**config.mk**
```make
export PLATFORM = sky130hd
export DESIGN_NAME = elastic_pipe_reg_flat
export DESIGN_NICKNAME = d
export VERILOG_FILES = /design/src/rtl/elastic_pipe_reg_if.sv /design/src/rtl/elastic_pipe_reg.sv /design/src/flat_wrapper.sv
export SDC_FILE = /design/constraint.sdc
export NUM_CORES = 1
export LEC_CHECK = 0
export ABC_AREA = 1
export BUFFER_PORTS_ARGS = -buffer_cell sky130_fd_sc_hd__buf_2
export CAP_MARGIN = 20
export CORE_UTILIZATION = 45
export DETAILED_ROUTE_END_ITERATION = 8
export HOLD_SLACK_MARGIN = 0.03
export PLACE_DENSITY = 0.75
export SYNTH_ARGS = -nofsm -noshare
export SYNTH_HDL_FRONTEND = slang
export SYNTH_SLANG_ARGS = --single-unit
```
**constraint.sdc**
```tcl
create_clock -name clk -period 3.8 [get_ports clk]
set_clock_uncertainty 0.05 [all_clocks]
set_input_delay 0.19 -clock clk [delete_from_list [all_inputs] [get_ports clk]]
set_output_delay 0.19 -clock clk [all_outputs]
set_load 0.01 [all_outputs]
```
**src/rtl/elastic_pipe_reg_if.sv**
```systemverilog
// Valid/ready handshake bundle for elastic_pipe_reg: upstream (in_*) and downstream (out_*) sides.
interface elastic_pipe_reg_if #(
    parameter int unsigned WIDTH = 32
);
    logic             in_valid;
    logic             in_ready;
    logic [WIDTH-1:0] in_data;
    logic             out_valid;
    logic             out_ready;
    logic [WIDTH-1:0] out_data;

    modport master (
        output in_valid,
        output in_data,
        output out_ready,
        input  in_ready,
        input  out_valid,
        input  out_data
    );

    modport slave (
        input  in_valid,
        input  in_data,
        input  out_ready,
        output in_ready,
        output out_valid,
        output out_data
    );
endinterface

```
**src/rtl/elastic_pipe_reg.sv**
```systemverilog
// Multi-stage valid/ready pipeline register with bubble collapsing, optional input skid buffer,
// synchronous flush, occupancy and saturating stall counter.
module elastic_pipe_reg #(
    parameter int unsigned WIDTH   = 32,
    parameter int unsigned DEPTH   = 2,
    parameter int unsigned SKID    = 1,
    parameter int unsigned STALL_W = 16
) (
    input  logic                       clk,
    input  logic                       reset,
    input  logic                       flush,
    elastic_pipe_reg_if.slave          bus,
    output logic [$clog2(DEPTH+2)-1:0] occupancy,
    output logic [STALL_W-1:0]         stall_cnt
);
    localparam int unsigned OccW = $clog2(DEPTH + 2);

    logic [DEPTH-1:0]   v_q, v_d, adv;
    logic [WIDTH-1:0]   d_q [DEPTH];
    logic [WIDTH-1:0]   d_d [DEPTH];
    logic               skid_v_q, skid_v_d;
    logic [WIDTH-1:0]   skid_data_q, skid_data_d;
    logic [STALL_W-1:0] stall_q, stall_d;
    logic               in_rdy, accept, src_v;
    logic [WIDTH-1:0]   src_data;
    logic [OccW-1:0]    occ;

    // Ripple advance from the output end: an empty stage always accepts.
    always_comb begin
        logic a;
        a              = !v_q[DEPTH-1] || bus.out_ready;
        adv[DEPTH-1]   = a;
        for (int i = int'(DEPTH) - 2; i >= 0; i--) begin
            a      = !v_q[i] || a;
            adv[i] = a;
        end
    end

    always_comb begin
        if (SKID != 0) begin
            in_rdy = !skid_v_q && !reset;
        end else begin
            in_rdy = adv[0] && !reset;
        end
        accept   = bus.in_valid && in_rdy && !flush;
        src_v    = accept;
        src_data = bus.in_data;
        if (SKID != 0 && skid_v_q) begin
            src_v    = 1'b1;
            src_data = skid_data_q;
        end
    end

    always_comb begin
        v_d         = v_q;
        d_d         = d_q;
        skid_v_d    = skid_v_q;
        skid_data_d = skid_data_q;
        stall_d     = stall_q;
        if (flush) begin
            v_d      = '0;
            skid_v_d = 1'b0;
        end else begin
            if (adv[0]) begin
                v_d[0] = src_v;
                if (src_v) d_d[0] = src_data;
            end
            for (int i = 1; i < int'(DEPTH); i++) begin
                if (adv[i]) begin
                    v_d[i] = v_q[i-1];
                    if (v_q[i-1]) d_d[i] = d_q[i-1];
                end
            end
            if (SKID != 0) begin
                if (skid_v_q && adv[0]) begin
                    skid_v_d = 1'b0;
                end else if (!skid_v_q && accept && !adv[0]) begin
                    skid_v_d    = 1'b1;
                    skid_data_d = bus.in_data;
                end
            end
        end
        if (v_q[DEPTH-1] && !bus.out_ready && stall_q != {STALL_W{1'b1}}) begin
            stall_d = stall_q + STALL_W'(1);
        end
    end

    always_comb begin
        occ = OccW'(skid_v_q);
        for (int i = 0; i < int'(DEPTH); i++) begin
            occ = occ + OccW'(v_q[i]);
        end
    end

    always_ff @(posedge clk or posedge reset) begin
        if (reset) begin
            v_q         <= '0;
            skid_v_q    <= 1'b0;
            skid_data_q <= '0;
            stall_q     <= '0;
            for (int i = 0; i < int'(DEPTH); i++) begin
                d_q[i] <= '0;
            end
        end else begin
            v_q         <= v_d;
            skid_v_q    <= skid_v_d;
            skid_data_q <= skid_data_d;
            stall_q     <= stall_d;
            for (int i = 0; i < int'(DEPTH); i++) begin
                d_q[i] <= d_d[i];
            end
        end
    end

    assign bus.in_ready  = in_rdy;
    assign bus.out_valid = v_q[DEPTH-1];
    assign bus.out_data  = d_q[DEPTH-1];
    assign occupancy     = occ;
    assign stall_cnt     = stall_q;
endmodule
```
**src/flat_wrapper.sv**
```systemverilog
// flat-port wrapper written by rule: the top's interface ports become plain ports
module elastic_pipe_reg_flat 
#(
    parameter int unsigned WIDTH   = 32,
    parameter int unsigned DEPTH   = 2,
    parameter int unsigned SKID    = 1,
    parameter int unsigned STALL_W = 16
)
  (clk, reset, flush, occupancy, stall_cnt, bus_in_valid, bus_in_data, bus_out_ready, bus_in_ready, bus_out_valid, bus_out_data);
  elastic_pipe_reg_if #(.WIDTH(WIDTH)) bus_i ();
  input  logic clk;
  input  logic reset;
  input  logic flush;
  output logic [$clog2(DEPTH+2)-1:0] occupancy;
  output logic [STALL_W-1:0] stall_cnt;
  input wire logic [$bits(bus_i.in_valid)-1:0] bus_in_valid;
  input wire logic [$bits(bus_i.in_data)-1:0] bus_in_data;
  input wire logic [$bits(bus_i.out_ready)-1:0] bus_out_ready;
  output wire logic [$bits(bus_i.in_ready)-1:0] bus_in_ready;
  output wire logic [$bits(bus_i.out_valid)-1:0] bus_out_valid;
  output wire logic [$bits(bus_i.out_data)-1:0] bus_out_data;
  assign bus_i.in_valid = bus_in_valid;
  assign bus_i.in_data = bus_in_data;
  assign bus_i.out_ready = bus_out_ready;
  assign bus_in_ready = bus_i.in_ready;
  assign bus_out_valid = bus_i.out_valid;
  assign bus_out_data = bus_i.out_data;
  elastic_pipe_reg #(.WIDTH(WIDTH), .DEPTH(DEPTH), .SKID(SKID), .STALL_W(STALL_W)) u_core (.clk(clk), .reset(reset), .flush(flush), .bus(bus_i), .occupancy(occupancy), .stall_cnt(stall_cnt));
endmodule
```
==> summary by stage, run 1 <==
Status
The flow ran to the end, and the final reports show no timing, DRC or antenna violations.

Global routing
The via count of the first global-routing pass is 4105. The number of antenna violations at the first check in global routing is 1. The first global-routing pass estimated 19300 µm of wire. In the global route stage, overall resource usage came out at 19.3%. The overflow left after global routing is 0. Entering global routing, the biggest net connects 67 pins.

Finish
Of the cells placed in the final design, the portion with a size suffix greater than 1 is 28.6%. The count of nets after finishing is 761. The final non-filler cell total is 904. The area added between synthesis and finish is 20.9%.

Pwr
The total leakage power is 3.41 nW. Net switching is 27.7% of the power. The design internal power is 2.71 mW. In this run, the clock network consumes 43.8% of the power. The sequential cell fraction of total power is 40.8%.

In this run, the combinational gates consume 15.3% of the power. Dividing total power by cell area gives a power density of 544 nW/µm². The worst voltage drop across the vdd grid is 0.261 mV. The net switching power is 1.04 mW.

Die
The starting density of the core is 46.9%. The x dimension of the die is 115 µm. The initialized floorplan defines 40 standard-cell rows. The region available for standard cell placement spans 12200 µm². During I/O placement, the number of pins put on the boundary was 89.

The die area is 13100 µm². Measured along the y axis, the die boundary spans 115 µm.

Critical path
The number of cell instances on the worst register-to-register path is 5. The origin of the critical flop-to-flop path is u_core.skid_v_q$_DFFE_PP0P_. By startpoint and endpoint, the worst setup path is classified as reg2reg. The master of the slowest instance on the critical path is sky130_fd_sc_hd__nand3_4. The reg-to-reg setup timing slack is 1.42 ns. The top fanout value on the critical path is 64.

For this run, the slowest stage of the critical path takes 0.65 ns. At the worst endpoint, the required time is 4.02 ns. STA classifies the critical path startpoint as a register. The cell family contributing the most delay on the critical path is simple AND/OR/NAND/NOR gates.

Traced cell by cell, the critical path runs through buf_4 -> nor2_2 -> nand3_4 -> nand2_1 -> o21ai_2. The number of buffers and inverters on the critical path is 1. The worst endpoint data arrival time is 2.60 ns.

The capturing point of the worst reg2reg path is u_core.skid_data_q[26]$_DFFE_PP0P_. STA classifies the critical path endpoint as a register.

Clock tree
The root buffer cell chosen for the clock tree is sky130_fd_sc_hd__clkbuf_16. Clock-pin slew was measured on the worst setup and hold paths at 0.06 ns. Counting every sink on the clock net gives 115. The setup fix buffers added after clock tree synthesis is 0.

The CTS tree is done. The H-tree was split into 4 levels. Post-CTS repair changed the size of 0 cells. The later pin in the worst-skew pair is clocked with a latency of 0.42 ns. The number of clock buffers added by TritonCTS is 17. The worst-case clock buffer depth is 2.

Placed design
The count of placed standard cells including taps is 838. Routability-driven placement finished with a final weighted congestion of 0.835. The post-detailed-placement half-perimeter wirelength is 7520 µm. The count of input and output buffers is 88.

Logic synthesis
The sequential fraction of the synthesis area is 50.5%. The number of cells produced by synthesis is 639. The portion of synthesized cell area occupied by the leading cell type is 50.5%. After synthesis, the cell types taking the most area are sky130_fd_sc_hd__dfrtp_1, sky130_fd_sc_hd__nand2_1, sky130_fd_sc_hd__o21ai_0. In this run, synthesis produced a sequential element count of 115. The netlist uses 30 different library cells. Synthesis produced a netlist with a net count of 678. The netlist area before placement is 5700 µm².

The average cell area after synthesis is 8.92 µm². The biggest area contributor in the post-synthesis netlist is sky130_fd_sc_hd__dfrtp_1. During synthesis, Yosys emitted a total of 0 warnings.

Timing
The count of final max-slew check failures is 0. The total setup violations reported at the end of the flow is 0. The count of endpoints failing hold in the final timing report is 0. Summed over all failing endpoints, the final setup total negative slack is 0 ns. In this run the tightest slew margin relative to its limit is 38.2%. For the pin with the worst max-slew slack, the measured transition is 0.926 ns.

Static timing analysis puts the maximum clock frequency at 0.420 GHz. The minimum clock period is 2.38 ns. The portion of the clock cycle consumed by the worst path in the final layout is 62.6%. Setup repair after global routing left no endpoint under its margin.

Route
The number of vias per cell is 4.74. The final layout contains routed wiring with a total length of 11600 µm. The pre-antenna-repair detailed-routing pass consisted of 4 iterations. The DRC violation count after routing is 0. The number of DRC markers after the initial detailed-route iteration is 216. The detailed router placed 4286 vias in this run. Dividing the detail-routed wire length by the instance count gives 12.9 µm. The count of nets left with antenna violations once routing finished came out at 0.

Min path
The worst hold path passes through 3 cells. The source of the worst hold timing path is bus_in_data[26]. The min-delay analysis places its worst path in the category in2reg.

The end point of the most critical hold path is u_core.skid_data_q[26]$_DFFE_PP0P_.

Run
Across the run, the number of max-cap violations was 0.
==> registers in the layout (all words and copies together) (netlist names) <==
| register | cells |
|---|---|
| u_core.skid_v_q | 1 |
| u_core.stall_cnt | 16 |
| u_core.bus.out_data | 32 |
| u_core.skid_data_q | 32 |
| u_core.d_q | 32 |
| u_core.v_q | 2 |
==> power groups by stage <==
stage | clock network, mW | registers, mW | logic [mW]
CTS | 1.68 | 1.53 | 0.584
detailed placement | 0 | 1.55 | 0.556
global placement | 0 | 1.54 | 0.533
global route | 1.73 | 1.55 | 0.648
finish | 1.64 | 1.53 | 0.575
floorplan | 0 | 1.53 | 0.463
==> per-layer routing <==
layer,global-route usage (%),vias to the layer above,wire (µm)
li1,-,2144,-
met1,24.7,2012,5290
met2,30.8,114,5600
met3,4.50,16,524
met4,9.78,0,214
met5,0,-,0
==> synthesized netlist by cell type, drive strengths merged <==
master	count
nand4	5
fa	1
nand3	11
o21ai	108
o21bai	1
clkbuf	4
nor3	1
nor2	55
a21oi	32
xnor2	4
xor2	2
ha	1
nand3b	1
inv	83
nand2	158
dfrtp	115
buf	57
==> repair_timing <==
item,4_1_cts,5_1_grt
endpoints found under the setup margin,0,0
hold buffers,33,0
hold endpoints to repair,97,0
==> cell families after synthesis <==
group / synth area share, %
DFF: 50.5
buffers and inverters: 13.8
adders and majority gates: 0.571
and+or+nand+nor: 17.1
AOI/OAI and AO/OA: 17.1
xor gates and xnor gates: 0.922
==> worst max path at each step <==
stage,start,end,slack [ns],depth (start not counted)
3_5_place_dp,u_core.skid_v_q$_DFFE_PP0P_,u_core.skid_data_q[12]$_DFFE_PP0P_,1.50,5
6_report,u_core.skid_v_q$_DFFE_PP0P_,u_core.skid_data_q[26]$_DFFE_PP0P_,1.42,5
4_1_cts,u_core.skid_v_q$_DFFE_PP0P_,u_core.skid_data_q[26]$_DFFE_PP0P_,1.42,5
2_1_floorplan,reset,u_core.bus.out_data[0]$_DFFE_PP0P_,0.52,1
3_3_place_gp,u_core.v_q[1]$_DFFE_PP0P_,u_core.bus.out_data[3]$_DFFE_PP0P_,1.55,5
5_1_grt,u_core.skid_v_q$_DFFE_PP0P_,u_core.skid_data_q[26]$_DFFE_PP0P_,1.22,5
==> cells in the final DEF, fill, tap and decap left out, types with 2 or more instances in the layout <==
master                          Yosys  final
sky130_fd_sc_hd__a21oi_1            3      3
sky130_fd_sc_hd__nor2_1            47     47
sky130_fd_sc_hd__xnor2_1            4      4
sky130_fd_sc_hd__o21ai_1            2      2
sky130_fd_sc_hd__dfrtp_1          115    114
sky130_fd_sc_hd__bufinv_16          0      3
sky130_fd_sc_hd__xor2_1             2      2
sky130_fd_sc_hd__clkinvlp_4         0      4
sky130_fd_sc_hd__o21ai_2           36     36
sky130_fd_sc_hd__buf_2              6     88
sky130_fd_sc_hd__nand3_4            1      2
sky130_fd_sc_hd__nand2_1          154    154
sky130_fd_sc_hd__nand3_1            9      8
sky130_fd_sc_hd__nor2_4             4      4
sky130_fd_sc_hd__o21ai_0           69     69
sky130_fd_sc_hd__nand4_1            5      5
sky130_fd_sc_hd__buf_4             38      3
sky130_fd_sc_hd__nor2_2             4      4
sky130_fd_sc_hd__dlygate4sd3_1      0     33
sky130_fd_sc_hd__clkbuf_16          0     17
sky130_fd_sc_hd__clkinv_4           0      3
sky130_fd_sc_hd__inv_6              0      3
sky130_fd_sc_hd__a21oi_2           29     29
sky130_fd_sc_hd__inv_1             82     81
sky130_fd_sc_hd__nand2_2            3      3
==> per-stage QoR <==
step / area (µm²) / setup WS (ns) / total power, mW / hold WS (ns) / utilization, %
after floorplan: 5700 / 0.516 / 1.99 / 0.250 / -
after global placement: 5910 / 1.55 / 2.07 / 0.396 / 48.6
after detailed placement: 5940 / 1.50 / 2.10 / 0.403 / 48.8
after CTS: 6890 / 1.42 / 3.79 / 0.0492 / 56.6
after global routing: 6890 / 1.22 / 3.93 / 0.0798 / 56.7
final: 6890 / 1.42 / 3.75 / 0.0648 / 56.7
==> cell type report <==
class / instances / area, µm²
repair buffers: 125 / 821
inverters: 83 / 314
clock buffers: 18 / 439
fillers: 1091 / 5270
flip-flops and latches: 115 / 2880
clock inverters: 14 / 178
diodes: 1 / 2.50
well taps: 168 / 210
multi-input cells: 380 / 2050
==> worst min-delay path, cell delays in order <==
cell	delay, ns
sky130_fd_sc_hd__buf_2	0.08
sky130_fd_sc_hd__inv_1	0.07
sky130_fd_sc_hd__o21ai_2	0.15
No activity file was read; power rests on OpenSTA's default activity.
==> run 2: changes to the inputs <==
ABC_AREA = 0   (was 1)
clock period = 2.4 ns   (was 3.8 ns; I/O delays follow)
==> run 2 against run 1 <==
Effect of this change: synthesized cell count shrank 38%; worst hold slack improved by 0.12 ns; die area decreased by 9.6%; combinational power grew 33%; design area down 6.6%; critical endpoint is now occupancy[0]; critical path depth down 2; largest cell class unchanged; first-iteration DRC count fell by 45%.
==> summary by stage, run 2 <==
Finish
Leaving out fill and tap cells, the most frequent cell in the layout is sky130_fd_sc_hd__dfrtp_1. Cells with a size suffix above 1 make up 40.1% of the layout. The top cell types in the final layout, fill and taps aside, are sky130_fd_sc_hd__dfrtp_1, sky130_fd_sc_hd__buf_2, sky130_fd_sc_hd__nand2_1. The area added between synthesis and finish is 25.1%. For this run, the post-layout net count is 534. The number of antenna repair diodes is 0. The final design utilization is 58.6%.

Global routing
The largest net degree at the start of global routing is 79. Across every metal layer, demand over resource in global routing totals 18.6%. The number of antenna violations at the first check in global routing came to 0. The overflow left after global routing is 0.

The first global-routing pass estimated 16700 µm of wire. The via count of the first global-routing pass came to 3287.

Critical path
The top fanout value on the critical path is 36. The delay of the slowest cell on the worst path is 0.53 ns. STA classifies the critical path startpoint as a register. The master of the slowest instance on the critical path is sky130_fd_sc_hd__fa_1.

The worst setup path is captured at a primary output. The worst endpoint data arrival time is 1.96 ns. Traced cell by cell, the critical path runs through buf_4 -> fa_1 -> buf_2.

The path type of the worst setup path is reg2out. STA puts the critical path data required time at 2.23 ns.

Pwr
In this run the static leakage power is 3.21 nW. The worst voltage drop across the vdd grid is 0.446 mV. The total power is 5.59 mW. In this run the power density over the cells is 868 nW/µm².

Logic synthesis
Counting flops with a built-in enable in the synthesized netlist gives 0. The cell type contributing the most total cell area after synthesis is sky130_fd_sc_hd__dfrtp_1. The share of synthesized flip-flops with an asynchronous set or reset is 100%. The netlist area before placement is 5150 µm². Counting instances in the post-synthesis netlist gives the leading cell types as sky130_fd_sc_hd__dfrtp_1, sky130_fd_sc_hd__nand2_1, sky130_fd_sc_hd__mux2_2. The number of cells produced by synthesis is 395. In the post-synthesis netlist, the biggest area contributors are sky130_fd_sc_hd__dfrtp_1, sky130_fd_sc_hd__mux2_4, sky130_fd_sc_hd__mux2_2. The most numerous cell in the Yosys netlist is sky130_fd_sc_hd__dfrtp_1. The count of warnings emitted by yosys is 0.

The number of nets in the synthesized netlist is 434. After synthesis, the mean cell area works out to 13.0 µm². In this run, synthesis produced a sequential element count of 115.

The number of library cell types mapped by synthesis is 35. The most used flip-flop cell after synthesis is sky130_fd_sc_hd__dfrtp_1. The sequential fraction of the synthesis area is 55.9%. After synthesis, the largest area contributor takes up 55.9% of total cell area.

Placed design
The final RePlAce weighted congestion is 0.786. Detailed placement finished with a half-perimeter wire length of 6210 µm. The count of input and output buffers is 88.

Min path
The path category of the worst min-delay check is in2reg.

Timing
The count of final max-slew check failures is 0. For this run, the top clock speed supported by timing is 0.470 GHz. The slew at the pin with the worst max-slew slack is 0.634 ns.

Setup violations remaining at the end of the flow were counted as 0. On the final layout, the worst hold slack is 0.180 ns. Setup repair after global routing left no endpoint under its margin. The max-slew headroom at the worst pin is 57.7%. In the finished design, the share of the clock period the worst path needs comes to 88.7%. The count of endpoints failing hold in the final timing report is 0. The routed design could run at a clock period as short as 2.13 ns.

Route
The number of routed nets with antenna violations is 0. The total detailed-routing wirelength is 9900 µm. The count of TritonRoute iterations in the first routing pass is 4. The number of vias per cell is 5.00. The detailed-route via count is 3232. The number of DRC markers after the initial detailed-route iteration is 118. The DRC violation count after routing is 0. The average wire length per cell after detail routing is 15.3 µm.

Clock tree
The clock drives 115 sinks. The source-to-sink clock delay at the later pin of the worst-skew pair is 0.41 ns. TritonCTS built the clock tree. The setup fix buffers added after clock tree synthesis is 0. In this run, post-CTS hold repair placed 34 buffers.

Clock-pin slew was measured on the worst setup and hold paths at 0.05 ns. CTS built an H-tree with a depth of 4. The worst-case clock buffer depth is 2. The clock root buffer is sky130_fd_sc_hd__clkbuf_16.

The number of buffers created by CTS is 17. The number of gates given a new drive strength after cts is 0.

Die
The core region is 11000 µm². For this configuration, the core starts out at a cell density of 46.9%. The floorplan die height is 109 µm. The die covers 11900 µm². The x dimension of the die is 109 µm. The number of placed I/O pins is 89. The floorplan has 38 rows.

Status
The flow ran to the end, and the final reports show no timing, DRC or antenna violations.

Run
The number of maximum-capacitance constraint violations is 0.
-- run 2: cell types whose count changed after synthesis, sizes merged, moves of 11 or more --
cell   change
a21oi     -30
buf       -17
inv       -80
mux2      +65
mux2i     +32
nand2    -119
nor2      -51
o21ai     -76
xor2      +11
-- run 2: where the power goes --
group | leakage (nW) | internal (mW) | switching [mW]
Combinational | 1.43 | 0.405 | 0.361
Sequential | 1.50 | 2.24 | 0.173
Clock | 0.276 | 1.56 | 0.857
-- run 2: worst max-delay path, delay by kind of cell, from the launching register on --
kind | cells | cell delay (ns)
fa+ha+maj | 1 | 0.53
buf+inv | 2 | 0.67
flops | 1 | 0.35
-- run 2: final timing paths --
| check | from | to | slack [ns] | cells past startpoint |
|---|---|---|---|---|
| worst min-delay path | bus_in_valid | u_core.skid_v_q$_DFFE_PP0P_ | 0.18 | 4 |
| worst max register to register | u_core.v_q[1]$_DFFE_PP0P_ | u_core.skid_data_q[6]$_DFFE_PP0P_ | 0.36 | 3 |
| worst max-delay path | u_core.skid_v_q$_DFFE_PP0P_ | occupancy[0] | 0.27 | 3 |
| min in group asynchronous | reset | u_core.stall_cnt[3]$_DFFE_PP0P_ | 0.23 | 4 |
| worst min register to register | u_core.d_q[51]$_DFFE_PP0P_ | u_core.d_q[51]$_DFFE_PP0P_ | 0.42 | 2 |
| max in group asynchronous | reset | u_core.skid_data_q[8]$_DFFE_PP0P_ | 0.93 | 6 |
-- run 2: cells by family (layout without fill, tap and decap cells) --
kind of cell | after synthesis | after routing | synth area share (%)
simple gates | 76 | 76 | 7.66
mux | 97 | 97 | 22.6
flops | 115 | 115 | 55.9
buf+inv | 54 | 165 | 7.03
fa+ha+maj | 2 | 2 | 0.632
xor+xnor | 14 | 14 | 2.38
compound gates | 37 | 37 | 3.74
-- run 2: routing by layer --
layer	share of wire, %	vias to the layer above	track usage, %
met5	0	-	0
met4	0.66	0	5.12
met3	4.7	8	5.86
met2	47	89	29.1
met1	48	1594	24.9
li1	-	1541	-
-- run 2: final cells by class --
class | instances | area (µm²)
clock buffer | 19 | 453
clock inverter | 11 | 113
fill | 915 | 4550
inverter | 3 | 15.0
multi-input combinational | 226 | 1910
sequential | 115 | 2880
tap | 140 | 175
timing repair buffer | 132 | 891
-- run 2: through the flow --
step           cells  instance area (µm²)  setup TNS, ns  worst slack [ns]
2_1_floorplan    395                 5150         -12.93            -0.413
3_3_place_gp     580                 5490              0             0.441
3_5_place_dp     580                 5490              0             0.372
4_1_cts          644                 6400              0             0.236
5_1_grt          646                 6440              0             0.170
6_report         646                 6440              0             0.271
==> run 3: changes to the inputs <==
PLACE_DENSITY = 0.78   (was 0.75)
clock period = 1.95 ns   (was 2.4 ns; I/O delays follow)
==> run 3 against run 2 <==
Effect of this change: flip-flop and latch count did not move; clock-buffer cell count up 4; highest routed layer unchanged; cell count rose by 0.62%; largest cell class unchanged; setup slack lost 0.15 ns; sequential power up 23%; non-clock buffer count grew 2; utilization rose by 0.88 points; critical path type is now reg2reg.
==> summary by stage, run 3 (synthesis gave the netlist of run 2 again) <==
Run
Max-cap violations in this run came to 0.

Timing
The fmax is 0.547 GHz. The portion of the clock cycle consumed by the worst path in the final layout is 93.8%. The count of final max-slew check failures is 0.

The count of endpoints failing hold in the final timing report is 0. The total setup violations reported at the end of the flow is 0. For the pin with the worst max-slew slack, the measured transition is 0.610 ns. The minimum clock period is 1.83 ns. Hold timing on the final database bottoms out at a slack of 0.128 ns. The max-slew headroom at the worst pin is 59.4%.

Setup repair after global routing left no endpoint under its margin.

Global routing
The largest net degree at the start of global routing is 116. The via count of the first global-routing pass is 3337. The global-route wire length before repair is 16300 µm. Across every metal layer, demand over resource in global routing totals 18.0%.

The number of antenna violations at the first check in global routing came to 0. The overflow left after global routing is 0.

Min path
The worst hold path was traced through 4 stages. The end point of the most critical hold path is u_core.skid_v_q$_DFFE_PP0P_. The tightest min-delay check is of the in2reg type. The source of the worst hold timing path is bus_in_valid.

Die
The x dimension of the die is 109 µm. The die area is 11900 µm². The area of the core is 11000 µm². The floorplan die height is 109 µm. Row generation in the floorplan step produced 38 rows. The initial utilization of the core area, before any placement, comes to 46.9%.

The number of placed I/O pins is 89.

Critical path
The worst register-to-register path ends at u_core.stall_cnt[1]$_DFFE_PP0P_. At the worst endpoint, the required time is 2.18 ns. STA classifies the critical path startpoint as a register. The worst setup path is of the reg2reg kind. The critical path endpoint category is a register.

The top fanout value on the critical path is 10. The number of cell instances on the worst register-to-register path is 6. For the worst setup path, the data arrival time is 2.06 ns. The worst register-to-register path begins at u_core.stall_cnt[0]$_DFFE_PP0P_. The worst register-to-register path has a setup slack of 0.12 ns.

Clock tree
The number of clock sinks seen by CTS is 115. The clock reaches the later pin of the worst-skew pair after 0.40 ns. TritonCTS built the clock tree.

The number of gates given a new drive strength after cts is 0. The clock slew at the register clock pins of the worst setup and hold paths is 0.06 ns. In this run the post-CTS setup repair buffer count came out at 0.

The clock root buffer is sky130_fd_sc_hd__clkbuf_16. The worst-case clock buffer depth is 2. The number of clock buffers added by TritonCTS is 17.

The number of levels in the clock H-tree is 4.

Finish
The count of nets after finishing is 536. From synthesis to final layout, the design area changed by 27.0%. The share of layout cells above drive strength 1 is 40.0%. The multi-input logic area is 1910 µm². The most common library cell in the layout ignoring fill and taps is sky130_fd_sc_hd__dfrtp_1. The combined flip-flop and latch cell area is 2880 µm².

Leaving out fill and tap cells, the most frequent cells in the layout are sky130_fd_sc_hd__dfrtp_1, sky130_fd_sc_hd__buf_2, sky130_fd_sc_hd__nand2_1. The repair_antennas step left the layout with diodes totalling 0. The final non-filler cell total is 650. Fill cells in the final layout number 870.

Status
The flow ran to the end, and the final reports show no timing, DRC or antenna violations.

Route
The total detailed-routing wirelength is 9770 µm. The number of vias per cell is 5.00. The DRC violation count after routing is 0. The number of DRC markers after the initial detailed-route iteration is 153. The detail route stage leaves a number of antenna-violating nets equal to 0. For this block, the via count after detailed routing is 3247.

After detailed routing, the average wire length per cell comes to 15.0 µm. The count of TritonRoute iterations in the first routing pass is 4.

Placed design
The final RePlAce weighted congestion is 0.814. The count of input and output buffers is 88. The post-detailed-placement half-perimeter wirelength is 6000 µm. The count of placed standard cells including taps is 583.

Pwr
The worst voltage drop across the vdd grid is 0.476 mV. For this design the static power due to leakage is 3.26 nW. The power density normalized to cell area is 1100 nW/µm².
-- run 3: cell types whose count changed in the layout (fill, tap and decap cells not counted), moves of 2 or more --
cell | previous run | this run
sky130_fd_sc_hd__clkinv_2 | 6 | 3
sky130_fd_sc_hd__clkinvlp_4 | 4 | 2
sky130_fd_sc_hd__buf_12 | 1 | 4
sky130_fd_sc_hd__bufinv_16 | 2 | 4
sky130_fd_sc_hd__clkbuf_1 | 0 | 3
-- run 3: worst max-delay path, stage by stage, from the launching register on --
cell and delay, ns:
sky130_fd_sc_hd__dfrtp_1 0.40, sky130_fd_sc_hd__ha_1 0.21, sky130_fd_sc_hd__nand4_1 0.19, sky130_fd_sc_hd__nor4_2 0.30
sky130_fd_sc_hd__buf_4 0.22, sky130_fd_sc_hd__nor2_1 0.08, sky130_fd_sc_hd__mux2_2 0.27
-- run 3: worst max-delay path by stage --
stage | start | endpoint | cells past startpoint
finish | u_core.stall_cnt[0]$_DFFE_PP0P_ | u_core.stall_cnt[1]$_DFFE_PP0P_ | 6
global route | u_core.stall_cnt[0]$_DFFE_PP0P_ | u_core.stall_cnt[1]$_DFFE_PP0P_ | 6
CTS | u_core.stall_cnt[0]$_DFFE_PP0P_ | u_core.stall_cnt[1]$_DFFE_PP0P_ | 6
detailed placement | u_core.stall_cnt[0]$_DFFE_PP0P_ | u_core.stall_cnt[1]$_DFFE_PP0P_ | 6
global placement | u_core.stall_cnt[0]$_DFFE_PP0P_ | u_core.stall_cnt[1]$_DFFE_PP0P_ | 6
floorplan | reset | u_core.skid_data_q[0]$_DFFE_PP0P_ | 6
-- run 3: final cells by class --
cell class	instances	area share, %
flip-flops and latches	115	44.1
multi-input cells	226	29.3
repair buffers	134	14.1
clock buffers	23	7.32
well taps	140	2.68
clock inverters	9	2.32
inverters	3	0.230
-- run 3: report_power, final --
part / switching (mW) / total, mW / internal, mW
clock: 1.04 / 3.27 / 2.24
sequential: 0.203 / 2.96 / 2.75
combinational: 0.454 / 0.952 / 0.498
-- run 3: through the flow --
step / total power, mW / util, % / setup TNS (ns) / setup slack [ns] / instance area [µm²]
finish: 7.18 / 59.5 / 0 / 0.121 / 6530
global route: 7.50 / 59.5 / 0 / 0.0263 / 6530
CTS: 7.25 / 59.5 / 0 / 0.127 / 6530
detailed placement: 3.91 / 50.6 / 0 / 0.134 / 5550
floorplan: 3.76 / - / -26.61 / -0.840 / 5150
global placement: 3.85 / 50.6 / 0 / 0.228 / 5550
-- run 3: repair_timing --
action / in CTS / in global routing
setup endpoints to repair: 0 / 0
hold buffers: 35 / 0
hold endpoints to repair: 181 / 0
-- run 3: metal layers --
metal / GRT usage [%] / up-vias / wire (µm) / part of all wire (%)
met5: 0 / - / 0 / 0
met4: 8.11 / 0 / 218 / 2.2
met3: 4.06 / 19 / 399 / 4.1
met2: 29.2 / 81 / 4610 / 47
met1: 22.9 / 1595 / 4540 / 46
li1: - / 1552 / - / -
